$ cat config.mk
export PLATFORM = sky130hd
export DESIGN_NAME = coarse_phase_decoder_flat
export DESIGN_NICKNAME = d
export VERILOG_FILES = /design/src/rtl/tdc_pkg.sv /design/src/rtl/coarse_phase_decoder_if.sv /design/src/rtl/coarse_sel_check.sv /design/src/rtl/coarse_phase_decoder.sv /design/src/flat_wrapper.sv
export SDC_FILE = /design/constraint.sdc
export NUM_CORES = 1
export LEC_CHECK = 0
export BUFFER_PORTS_ARGS = -buffer_cell sky130_fd_sc_hd__buf_2
export CORE_ASPECT_RATIO = 0.7
export CORE_MARGIN = 3
export CORE_UTILIZATION = 30
export DETAILED_ROUTE_END_ITERATION = 8
export PLACE_DENSITY_LB_ADDON = 0.12
export SYNTH_ARGS = -nofsm -noshare
export SYNTH_HDL_FRONTEND = slang
export SYNTH_HIERARCHICAL = 1
export SYNTH_SLANG_ARGS = --single-unit
$ cat constraint.sdc
create_clock -name CLK -period 2.1 [get_ports CLK]
set_input_delay 0.105 -clock CLK [delete_from_list [all_inputs] [get_ports CLK]]
set_output_delay 0.105 -clock CLK [all_outputs]
set_load 0.01 [all_outputs]
$ cat src/rtl/tdc_pkg.sv
// Shared types and helpers for the coarse-phase decode path.
// Holds the default counter width, FSM states and A/B pair check.
package tdc_pkg;

    localparam int CNT_W_DEF = 3;
    localparam int CNT_MAX_W = 16;

    typedef enum logic [1:0] {
        ST_IDLE,
        ST_DECODE,
        ST_HOLD
    } state_e;

    // B samples on the inverted clock, so it may trail A by one count.
    function automatic logic cnt_pair_ok(
        input logic [CNT_MAX_W-1:0] a,
        input logic [CNT_MAX_W-1:0] b,
        input int                   w
    );
        logic [CNT_MAX_W-1:0] mask;
        logic [CNT_MAX_W-1:0] diff;
        mask = (CNT_MAX_W'(1) << w) - CNT_MAX_W'(1);
        diff = (a - b) & mask;
        return (diff == '0) || (diff == CNT_MAX_W'(1));
    endfunction

endpackage

$ cat src/rtl/coarse_phase_decoder_if.sv
// Hit snapshot input, decoded result output and overflow flag.
// The decoder sits on the master side; the encoder/source on slave.
interface coarse_phase_decoder_if
    import tdc_pkg::*;
#(
    parameter int CNT_WIDTH = CNT_W_DEF
);

    logic                 Hit_Valid;
    logic [CNT_WIDTH-1:0] TOA_CntA;
    logic [CNT_WIDTH-1:0] TOA_CntB;
    logic [CNT_WIDTH-1:0] TOT_CntA;
    logic [CNT_WIDTH-1:0] TOT_CntB;
    logic                 TOA_Sel;
    logic                 TOT_Sel;

    logic                 Out_Valid;
    logic                 Out_Ready;
    logic [CNT_WIDTH-1:0] TOA_Coarse;
    logic [CNT_WIDTH-1:0] TOT_Coarse;
    logic                 Coarse_Err;
    logic                 Overflow;

    modport master (
        input  Hit_Valid,
        input  TOA_CntA,
        input  TOA_CntB,
        input  TOT_CntA,
        input  TOT_CntB,
        input  TOA_Sel,
        input  TOT_Sel,
        output Out_Valid,
        input  Out_Ready,
        output TOA_Coarse,
        output TOT_Coarse,
        output Coarse_Err,
        output Overflow
    );

    modport slave (
        output Hit_Valid,
        output TOA_CntA,
        output TOA_CntB,
        output TOT_CntA,
        output TOT_CntB,
        output TOA_Sel,
        output TOT_Sel,
        input  Out_Valid,
        output Out_Ready,
        input  TOA_Coarse,
        input  TOT_Coarse,
        input  Coarse_Err,
        input  Overflow
    );

endinterface

$ cat src/rtl/coarse_sel_check.sv
// Picks counter A or B for one edge and flags an inconsistent pair.
// Purely combinational; used once for TOA and once for TOT.
module coarse_sel_check
    import tdc_pkg::*;
#(
    parameter int CNT_WIDTH = CNT_W_DEF
) (
    input  logic [CNT_WIDTH-1:0] cnt_a,
    input  logic [CNT_WIDTH-1:0] cnt_b,
    input  logic                 sel,
    output logic [CNT_WIDTH-1:0] code,
    output logic                 ok
);

    assign code = sel ? cnt_b : cnt_a;
    assign ok   = cnt_pair_ok(CNT_MAX_W'(cnt_a),
                              CNT_MAX_W'(cnt_b),
                              CNT_WIDTH);

endmodule

$ cat src/rtl/coarse_phase_decoder.sv
// Coarse TOA/TOT decode from dual ripple-counter snapshots.
// Define COARSE_ERR_CNT_EN to add the saturating Err_Cnt output.
module coarse_phase_decoder
    import tdc_pkg::*;
#(
    parameter int CNT_WIDTH = CNT_W_DEF
) (
    input  logic                  CLK,
    input  logic                  RST,
    coarse_phase_decoder_if.master bus
`ifdef COARSE_ERR_CNT_EN
    ,
    output logic [7:0]            Err_Cnt
`endif
);

    state_e               state_q, state_d;

    logic [CNT_WIDTH-1:0] toa_a_q, toa_a_d;
    logic [CNT_WIDTH-1:0] toa_b_q, toa_b_d;
    logic [CNT_WIDTH-1:0] tot_a_q, tot_a_d;
    logic [CNT_WIDTH-1:0] tot_b_q, tot_b_d;
    logic                 toa_sel_q, toa_sel_d;
    logic                 tot_sel_q, tot_sel_d;

    logic                 out_valid_q, out_valid_d;
    logic [CNT_WIDTH-1:0] toa_coarse_q, toa_coarse_d;
    logic [CNT_WIDTH-1:0] tot_coarse_q, tot_coarse_d;
    logic                 coarse_err_q, coarse_err_d;
    logic                 overflow_q, overflow_d;

    logic [CNT_WIDTH-1:0] toa_code;
    logic [CNT_WIDTH-1:0] tot_code;
    logic                 toa_ok;
    logic                 tot_ok;
    logic                 decode_err;

    coarse_sel_check #(
        .CNT_WIDTH (CNT_WIDTH)
    ) u_toa_chk (
        .cnt_a (toa_a_q),
        .cnt_b (toa_b_q),
        .sel   (toa_sel_q),
        .code  (toa_code),
        .ok    (toa_ok)
    );

    coarse_sel_check #(
        .CNT_WIDTH (CNT_WIDTH)
    ) u_tot_chk (
        .cnt_a (tot_a_q),
        .cnt_b (tot_b_q),
        .sel   (tot_sel_q),
        .code  (tot_code),
        .ok    (tot_ok)
    );

    assign decode_err = ~(toa_ok & tot_ok);

    always_comb begin
        state_d      = state_q;
        toa_a_d      = toa_a_q;
        toa_b_d      = toa_b_q;
        tot_a_d      = tot_a_q;
        tot_b_d      = tot_b_q;
        toa_sel_d    = toa_sel_q;
        tot_sel_d    = tot_sel_q;
        out_valid_d  = out_valid_q;
        toa_coarse_d = toa_coarse_q;
        tot_coarse_d = tot_coarse_q;
        coarse_err_d = coarse_err_q;
        overflow_d   = 1'b0;

        unique case (state_q)
            ST_IDLE: begin
                if (bus.Hit_Valid) begin
                    toa_a_d   = bus.TOA_CntA;
                    toa_b_d   = bus.TOA_CntB;
                    tot_a_d   = bus.TOT_CntA;
                    tot_b_d   = bus.TOT_CntB;
                    toa_sel_d = bus.TOA_Sel;
                    tot_sel_d = bus.TOT_Sel;
                    state_d   = ST_DECODE;
                end
            end
            ST_DECODE: begin
                overflow_d   = bus.Hit_Valid;
                toa_coarse_d = toa_code;
                tot_coarse_d = tot_code - toa_code;
                coarse_err_d = decode_err;
                out_valid_d  = 1'b1;
                state_d      = ST_HOLD;
            end
            ST_HOLD: begin
                // No back-to-back acceptance: a hit here is always lost.
                overflow_d = bus.Hit_Valid;
                if (bus.Out_Ready) begin
                    out_valid_d = 1'b0;
                    state_d     = ST_IDLE;
                end
            end
            default: begin
                out_valid_d = 1'b0;
                state_d     = ST_IDLE;
            end
        endcase
    end

    always_ff @(posedge CLK) begin
        if (RST) begin
            state_q      <= ST_IDLE;
            toa_a_q      <= '0;
            toa_b_q      <= '0;
            tot_a_q      <= '0;
            tot_b_q      <= '0;
            toa_sel_q    <= 1'b0;
            tot_sel_q    <= 1'b0;
            out_valid_q  <= 1'b0;
            toa_coarse_q <= '0;
            tot_coarse_q <= '0;
            coarse_err_q <= 1'b0;
            overflow_q   <= 1'b0;
        end else begin
            state_q      <= state_d;
            toa_a_q      <= toa_a_d;
            toa_b_q      <= toa_b_d;
            tot_a_q      <= tot_a_d;
            tot_b_q      <= tot_b_d;
            toa_sel_q    <= toa_sel_d;
            tot_sel_q    <= tot_sel_d;
            out_valid_q  <= out_valid_d;
            toa_coarse_q <= toa_coarse_d;
            tot_coarse_q <= tot_coarse_d;
            coarse_err_q <= coarse_err_d;
            overflow_q   <= overflow_d;
        end
    end

    assign bus.Out_Valid  = out_valid_q;
    assign bus.TOA_Coarse = toa_coarse_q;
    assign bus.TOT_Coarse = tot_coarse_q;
    assign bus.Coarse_Err = coarse_err_q;
    assign bus.Overflow   = overflow_q;

`ifdef COARSE_ERR_CNT_EN
    logic [7:0] err_cnt_q, err_cnt_d;

    always_comb begin
        err_cnt_d = err_cnt_q;
        if (state_q == ST_DECODE && decode_err
            && err_cnt_q != 8'hFF) begin
            err_cnt_d = err_cnt_q + 8'd1;
        end
    end

    always_ff @(posedge CLK) begin
        if (RST) begin
            err_cnt_q <= 8'd0;
        end else begin
            err_cnt_q <= err_cnt_d;
        end
    end

    assign Err_Cnt = err_cnt_q;
`endif

endmodule

$ cat src/flat_wrapper.sv
// flat-port wrapper written by rule: the top's interface ports become plain ports
module coarse_phase_decoder_flat import tdc_pkg::*;
#(
    parameter int CNT_WIDTH = CNT_W_DEF
)
  (CLK, RST, bus_Hit_Valid, bus_TOA_CntA, bus_TOA_CntB, bus_TOT_CntA, bus_TOT_CntB, bus_TOA_Sel, bus_TOT_Sel, bus_Out_Valid, bus_Out_Ready, bus_TOA_Coarse, bus_TOT_Coarse, bus_Coarse_Err, bus_Overflow);
  coarse_phase_decoder_if #(.CNT_WIDTH(CNT_WIDTH)) bus_i ();
  input  logic CLK;
  input  logic RST;
  input wire logic [$bits(bus_i.Hit_Valid)-1:0] bus_Hit_Valid;
  input wire logic [$bits(bus_i.TOA_CntA)-1:0] bus_TOA_CntA;
  input wire logic [$bits(bus_i.TOA_CntB)-1:0] bus_TOA_CntB;
  input wire logic [$bits(bus_i.TOT_CntA)-1:0] bus_TOT_CntA;
  input wire logic [$bits(bus_i.TOT_CntB)-1:0] bus_TOT_CntB;
  input wire logic [$bits(bus_i.TOA_Sel)-1:0] bus_TOA_Sel;
  input wire logic [$bits(bus_i.TOT_Sel)-1:0] bus_TOT_Sel;
  output wire logic [$bits(bus_i.Out_Valid)-1:0] bus_Out_Valid;
  input wire logic [$bits(bus_i.Out_Ready)-1:0] bus_Out_Ready;
  output wire logic [$bits(bus_i.TOA_Coarse)-1:0] bus_TOA_Coarse;
  output wire logic [$bits(bus_i.TOT_Coarse)-1:0] bus_TOT_Coarse;
  output wire logic [$bits(bus_i.Coarse_Err)-1:0] bus_Coarse_Err;
  output wire logic [$bits(bus_i.Overflow)-1:0] bus_Overflow;
  assign bus_i.Hit_Valid = bus_Hit_Valid;
  assign bus_i.TOA_CntA = bus_TOA_CntA;
  assign bus_i.TOA_CntB = bus_TOA_CntB;
  assign bus_i.TOT_CntA = bus_TOT_CntA;
  assign bus_i.TOT_CntB = bus_TOT_CntB;
  assign bus_i.TOA_Sel = bus_TOA_Sel;
  assign bus_i.TOT_Sel = bus_TOT_Sel;
  assign bus_Out_Valid = bus_i.Out_Valid;
  assign bus_i.Out_Ready = bus_Out_Ready;
  assign bus_TOA_Coarse = bus_i.TOA_Coarse;
  assign bus_TOT_Coarse = bus_i.TOT_Coarse;
  assign bus_Coarse_Err = bus_i.Coarse_Err;
  assign bus_Overflow = bus_i.Overflow;
  coarse_phase_decoder #(.CNT_WIDTH(CNT_WIDTH)) u_core (.CLK(CLK), .RST(RST), .bus(bus_i));
endmodule
==> impl_metrics.csv, run 1 <==
group,metric,value,unit
synthesis,yosys.cell_count.top_type,"nand2_1",
cts,cts_num_sinks,25,
setup_path,reg2regPathDepth,6,
cts,cts_setup_buffers,0,
synthesis,synth-main-ff-cell,"dfxtp_1",
cts,cts.reportedPaths.clkPinSlew,0.09,ns
cts,clock_tree.htree_level_count,1,
route,drt-initial-drc-count,49,
route,drc_errors,0,
synthesis,top_post_synthesis_cells_by_count,"nand2_1, dfxtp_1, a21oi_2",
placement,port-buffer-count,26,
setup_path,cp.arrival,1.90,ns
synthesis,synth.top_cells.by_area,"dfxtp_1, nand2_1, a21oi_2",
hold_path,number_of_instances_on_the_worst_hold_path,3,
route,final_antenna_net_count,0,
sta,timing_worst_slew_pin_value,0.576,ns
setup_path,cp_slowest_cell,"dfxtp_1",
sta,final.setup.tns,0,ns
floorplan,design.portCount,27,
synthesis,synthesis.area_per_instance,9.27,um2
power,vdd_ir_drop_max,377,uV
floorplan,die-area,5060,um2
grt,gr-usage-all-layers,0.108,
sta,setup_viol,0,
power,cellPowerDensity,821,nW/um2
synthesis,synth_sequential_area_ratio,0.394,
finish,fillCellCount,435,
sta,finalHoldViolCount,0,
finish,postLayoutCoreUtil,0.366,
synthesis,yosys.cell_types.count,28,
finish,antenna_cells_inserted,0,
route,detail_route.wl_per_cell,12.3,um
floorplan,start_util,0.318,
synthesis,postSynthRegisterBits,25,
setup_path,cp_slowest_stage_delay,0.42,ns
cts,cts_hold_repair.buffers,0,
setup_path,crit_path_cell_trace,"o21ai_0 -> ha_1 -> fa_1 -> xor3_1 -> mux2i_1 -> nor2_1",
placement,place.gp.congestion,0.744,
job,cap_viol_max_count,0,
synthesis,syn_nets,165,
floorplan,floorplan.rows,19,
setup_path,crit_path_start_kind,"register",
power,p_leak,0.603,nW
synthesis,synth-edff-count,0,
sta,timing.max_slew.rel_slack,0.616,
finish,drive_gt1_frac,0.267,
grt,grt_max_degree,26,
cts,postCtsResizedCells,0,
placement,placement.cell_area,1420,um2
synthesis,post-synth-top-area-cell,"dfxtp_1",
hold_path,hp-class,"input pin to register",
finish,syn_to_final_growth,15.0,%
synthesis,synth-async-reset-ratio,0,
floorplan,design.core.area,3990,um2
route,vias_per_cell,4.48,
setup_path,critPathMaxFanout,6,
sta,timing.fmax,0.567,GHz
sta,rsz0062_at_grt,"false",
sta,setup_slack,0.336,ns
floorplan,die_width,83.8,um
status,result_of_the_run,"complete, no violations",
synthesis,instance_count_of_the_mapped_netlist,137,
sta,hold_ws,0.0684,ns
cts,cts_tree,"yes",
setup_path,required_arrival_time_at_the_worst_endpoint,2.24,ns
cts,cts_buffers,3,
placement,post-dp-hpwl,1.99,mm
floorplan,die-height,60.4,um
finish,design_area,1460,um2
cts,cts_max_path_buffers,2,
setup_path,end_kind,"register",
sta,min_period,1.76,ns
cts,clock_insertion_delay_worst_skew,0.27,ns
grt,wire_length_of_the_first_global_routing_pass,4.33,mm
grt,first_global_vias,950,
route,vias,955,
finish,design.final.nets,190,
placement,pre_cts_ws,0.314,ns
route,finalWirelength,2.63,mm
grt,antenna_violations_before_repair,0,
synthesis,synth.yosys.warnings,6,
route,firstDrtPassIters,4,
sta,finClkSkew,0.00496,ns
synthesis,synth.top_cell.area_share,0.394,
setup_path,setup.worst_path.class,"register to register",
sta,finalCritPeriodShare,0.840,
grt,grt_overflow_total,0,
synthesis,synth.cell_area,1270,um2
sta,report.final.slew_viol_count,0,
cts,ctsRootBufferMaster,"clkbuf_8",
-- power by group --
group | internal (mW) | leakage (nW) | total (mW) | switching, mW
registers | 0.529 | 0.205 | 0.567 | 0.0381
logic | 0.160 | 0.375 | 0.348 | 0.188
clock network | 0.136 | 0.0228 | 0.283 | 0.148
-- cell usage in the layout, fill, tap and decap left out, types with 3 or more instances in the layout --
master	instances
nand2_1	32
buf_2	26
dfxtp_1	25
a21oi_2	10
inv_1	8
nor2_1	8
o21ai_0	7
a21oi_1	7
ha_1	7
mux2i_1	4
clkbuf_8	3
fa_1	3
-- per-stage QoR --
step | instances | power, mW
floorplan | 137 | 0.850
global placement | 209 | 0.922
detailed placement | 209 | 0.931
CTS | 213 | 1.22
global route | 213 | 1.28
finish | 213 | 1.20
-- sequential cells by signal, indices dropped and copies added (netlist names) --
register,flops
u_core/tot_a_q,3
u_core/toa_sel_q,1
u_core/state_q,2
u_core/toa_a_q,3
u_core/toa_b_q,3
u_core/bus.TOT_Coarse,3
u_core/tot_sel_q,1
u_core/tot_b_q,3
u_core/bus.TOA_Coarse,3
u_core/bus.Coarse_Err,1
u_core/bus.Overflow,1
u_core/bus.Out_Valid,1
-- logic make-up after synthesis --
kind of cell             after synthesis  synth area share
XOR/XNOR                               3            0.0542
multiplexers                           6            0.0493
buffers and inverters                 14            0.0630
flip-flops                            25             0.394
AO/OA/AOI/OAI                         27             0.143
AND/OR/NAND/NOR                       52             0.180
adder cells (fa/ha/maj)               10             0.116
-- routing by layer --
layer / up-vias / share of wire / GRT usage
li1: 496 / - / -
met1: 431 / 0.49 / 0.140
met2: 26 / 0.44 / 0.181
met3: 2 / 0.065 / 0.0366
met4: 0 / 0.0030 / 0.0206
met5: - / 0 / 0
-- layout make-up --
class	count	area, um2	area share
Clock buffer	4	45.0	0.0308
Inverter	8	30.0	0.0206
Multi-Input combinational cell	98	689	0.472
Sequential cell	25	500	0.343
Tap cell	52	65.1	0.0446
Timing Repair Buffer	26	130	0.0891
-- final timing paths --
path,slack [ns],start,end
min reg2reg,0.46,u_core/tot_a_q[1],u_core/tot_a_q[1]
max reg2reg,0.34,u_core/toa_sel_q,u_core/bus.TOT_Coarse[2]
min,0.07,bus_TOT_CntB[2],u_core/tot_b_q[2]
max,0.34,u_core/toa_sel_q,u_core/bus.TOT_Coarse[2]
-- critical path: cells and delay by family, from the launching register on --
family | cells | cell delay (ns)
flip-flops | 1 | 0.42
XOR/XNOR | 1 | 0.18
multiplexers | 1 | 0.14
adder cells (fa/ha/maj) | 2 | 0.64
AO/OA/AOI/OAI | 1 | 0.20
AND/OR/NAND/NOR | 1 | 0.05
(Power assumes the default switching activity.)
==> run 2: changes to the inputs <==
==> constraint.sdc (replaced) <==
create_clock -name CLK -period 1.8 [get_ports CLK]
set_input_delay 0.09 -clock CLK [delete_from_list [all_inputs] [get_ports CLK]]
set_output_delay 0.09 -clock CLK [all_outputs]
set_load 0.01 [all_outputs]
==> run 2 against run 1 <==
Utilization increased by 0.41 points. Sequential share of layout area decreased by 0.29 points. Critical path depth rose by 2. First-iteration DRC count decreased by 6.1%. Via count is 0.21% lower. Worst hold slack lost 0.019 ns. Critical path type unchanged. Largest power group unchanged.
==> impl_metrics.csv, run 2 (same netlist as run 1, synthesis figures left out) <==
group,metric,value,unit
finish,final-seq-area,502,um2
grt,gr-usage-all-layers,0.112,
power,power.switching_fraction,0.311,
route,final_antenna_net_count,0,
cts,clock_tree.htree_level_count,1,
route,firstDrtPassIters,4,
sta,hold_ws,0.0492,ns
setup_path,critPathMaxFanout,6,
placement,placement.cell_area,1430,um2
setup_path,regToRegSetupSlack,0.11,ns
hold_path,hold_sp,"bus_TOA_Sel",
sta,min_period,1.69,ns
cts,cts_max_path_buffers,2,
setup_path,cp.arrival,1.83,ns
floorplan,design.portCount,27,
setup_path,crit_path_cell_trace,"nand2_1 -> o21ai_0 -> inv_1 -> ha_1 -> fa_1 -> xor3_1 -> mux2i_1 -> nor2_1",
floorplan,die_width,83.8,um
finish,design.final.nets,192,
finish,design_area,1480,um2
sta,timing.max_slew.rel_slack,0.617,
power,power_frac_comb,0.295,
floorplan,die-area,5060,um2
power,intPower,0.971,mW
sta,setup_viol,0,
cts,ctsRootBufferMaster,"clkbuf_8",
hold_path,hold_path_end,"u_core/toa_sel_q",
route,vias,953,
hold_path,hp-class,"input pin to register",
sta,report.final.slew_viol_count,0,
grt,antenna_violations_before_repair,0,
sta,finalHoldViolCount,0,
setup_path,r2r_end,"u_core/bus.TOT_Coarse[2]",
job,cap_viol_max_count,0,
grt,grt_overflow_total,0,
status,result_of_the_run,"complete, no violations",
floorplan,design.core.area,3990,um2
setup_path,regToRegStartpoint,"u_core/tot_sel_q",
finish,fillCellCount,425,
power,cellPowerDensity,955,nW/um2
grt,grt_max_degree,26,
cts,clock_insertion_delay_worst_skew,0.27,ns
route,detail_route.wl_per_cell,12.3,um
finish,final_common_cell,"nand2_1",
cts,cts_tree,"yes",
placement,port-buffer-count,26,
route,drt-initial-drc-count,46,
power,seqPwrFrac,0.470,
floorplan,die-height,60.4,um
route,finalWirelength,2.65,mm
route,drc_errors,0,
power,clock_power_share,0.235,
placement,place_inst,211,
cts,cts.reportedPaths.clkPinSlew,0.09,ns
finish,final_cell_count_no_fill,215,
cts,cts_setup_buffers,0,
cts,cts_num_sinks,25,
grt,wire_length_of_the_first_global_routing_pass,4.35,mm
sta,finClkSkew,0.00486,ns
power,p_leak,0.613,nW
finish,drive_gt1_frac,0.282,
hold_path,number_of_instances_on_the_worst_hold_path,3,
sta,timing.fmax,0.592,GHz
setup_path,required_arrival_time_at_the_worst_endpoint,1.94,ns
sta,final.setup.tns,0,ns
finish,final_cell_mix,"nand2_1, buf_2, dfxtp_1",
placement,post-dp-hpwl,1.98,mm
finish,antenna_cells_inserted,0,
setup_path,end_kind,"register",
sta,rsz0062_at_grt,"false",
sta,timing_worst_slew_pin_value,0.574,ns
setup_path,cp_slowest_cell,"dfxtp_1",
finish,area_of_the_multi_input_gates,689,um2
power,total_switching_power,0.439,mW
setup_path,setup.worst_path.class,"register to register",
setup_path,cp_slowest_stage_delay,0.42,ns
sta,finalCritPeriodShare,0.939,
power,vdd_ir_drop_max,296,uV
floorplan,floorplan.rows,19,
route,vias_per_cell,4.43,
finish,syn_to_final_growth,16.3,%
setup_path,reg2regPathDepth,8,
setup_path,crit_path_start_kind,"register",
cts,cts_buffers,3,
placement,place.gp.congestion,0.728,
floorplan,start_util,0.318,
grt,first_global_vias,910,
## run 2: cell types whose count changed in the layout (fill, tap and decap cells not counted), sizes merged
| cell | before | now |
|---|---|---|
| buf | 26 | 28 |
## run 2: worst max path at each step
| stage | start | end | slack (ns) | depth (start not counted) |
|---|---|---|---|---|
| 2_1_floorplan | u_core/tot_sel_q | u_core/bus.TOT_Coarse[2] | 0.26 | 8 |
| 3_5_place_dp | u_core/toa_sel_q | u_core/bus.TOT_Coarse[2] | 0.04 | 6 |
| 6_report | u_core/tot_sel_q | u_core/bus.TOT_Coarse[2] | 0.11 | 8 |
| 4_1_cts | u_core/toa_sel_q | u_core/bus.TOT_Coarse[2] | 0.03 | 6 |
| 5_1_grt | u_core/tot_sel_q | u_core/bus.TOT_Coarse[2] | 0.006 | 8 |
| 3_3_place_gp | u_core/toa_sel_q | u_core/bus.TOT_Coarse[2] | 0.07 | 6 |
## run 2: layer usage
layer	global-route usage	wire, um	up-vias
met5	0	0	-
met4	0.0206	17	0
met3	0.0393	120	2
met2	0.164	1110	18
met1	0.160	1400	434
li1	-	-	499
## run 2: layout make-up
class | count | share of cell area
Inverter | 8 | 0.0203
Multi-Input combinational cell | 98 | 0.467
Sequential cell | 25 | 0.340
Tap cell | 52 | 0.0441
Timing Repair Buffer | 28 | 0.0983
Clock buffer | 4 | 0.0305
## run 2: through the flow
stage	worst slack (ns)	util	total power, mW
5_1_grt	0.00650	0.370	1.50
2_1_floorplan	0.259	-	0.992
3_5_place_dp	0.0434	0.358	1.09
6_report	0.111	0.370	1.41
4_1_cts	0.0279	0.369	1.44
3_3_place_gp	0.0698	0.358	1.09
## run 2: critical path, delay by kind of cell (launching register included)
kind	cells	cell delay, ns
and+or+nand+nor	2	0.13
AOI/OAI and AO/OA	1	0.08
adders and majority gates	2	0.56
buffers and inverters	1	0.06
muxes	1	0.13
xor gates and xnor gates	1	0.18
DFF	1	0.42
## run 2: what timing repair did
action,CTS,global route
gates resized for setup,0,2
endpoints found under the setup margin,0,2
hold buffers,0,0
## run 2: power groups by stage
stage | logic, mW | clock network, mW | registers, mW
finish | 0.416 | 0.331 | 0.663
global route | 0.468 | 0.363 | 0.673
CTS | 0.421 | 0.351 | 0.664
detailed placement | 0.419 | 0 | 0.676
global placement | 0.412 | 0 | 0.674
floorplan | 0.315 | 0 | 0.677
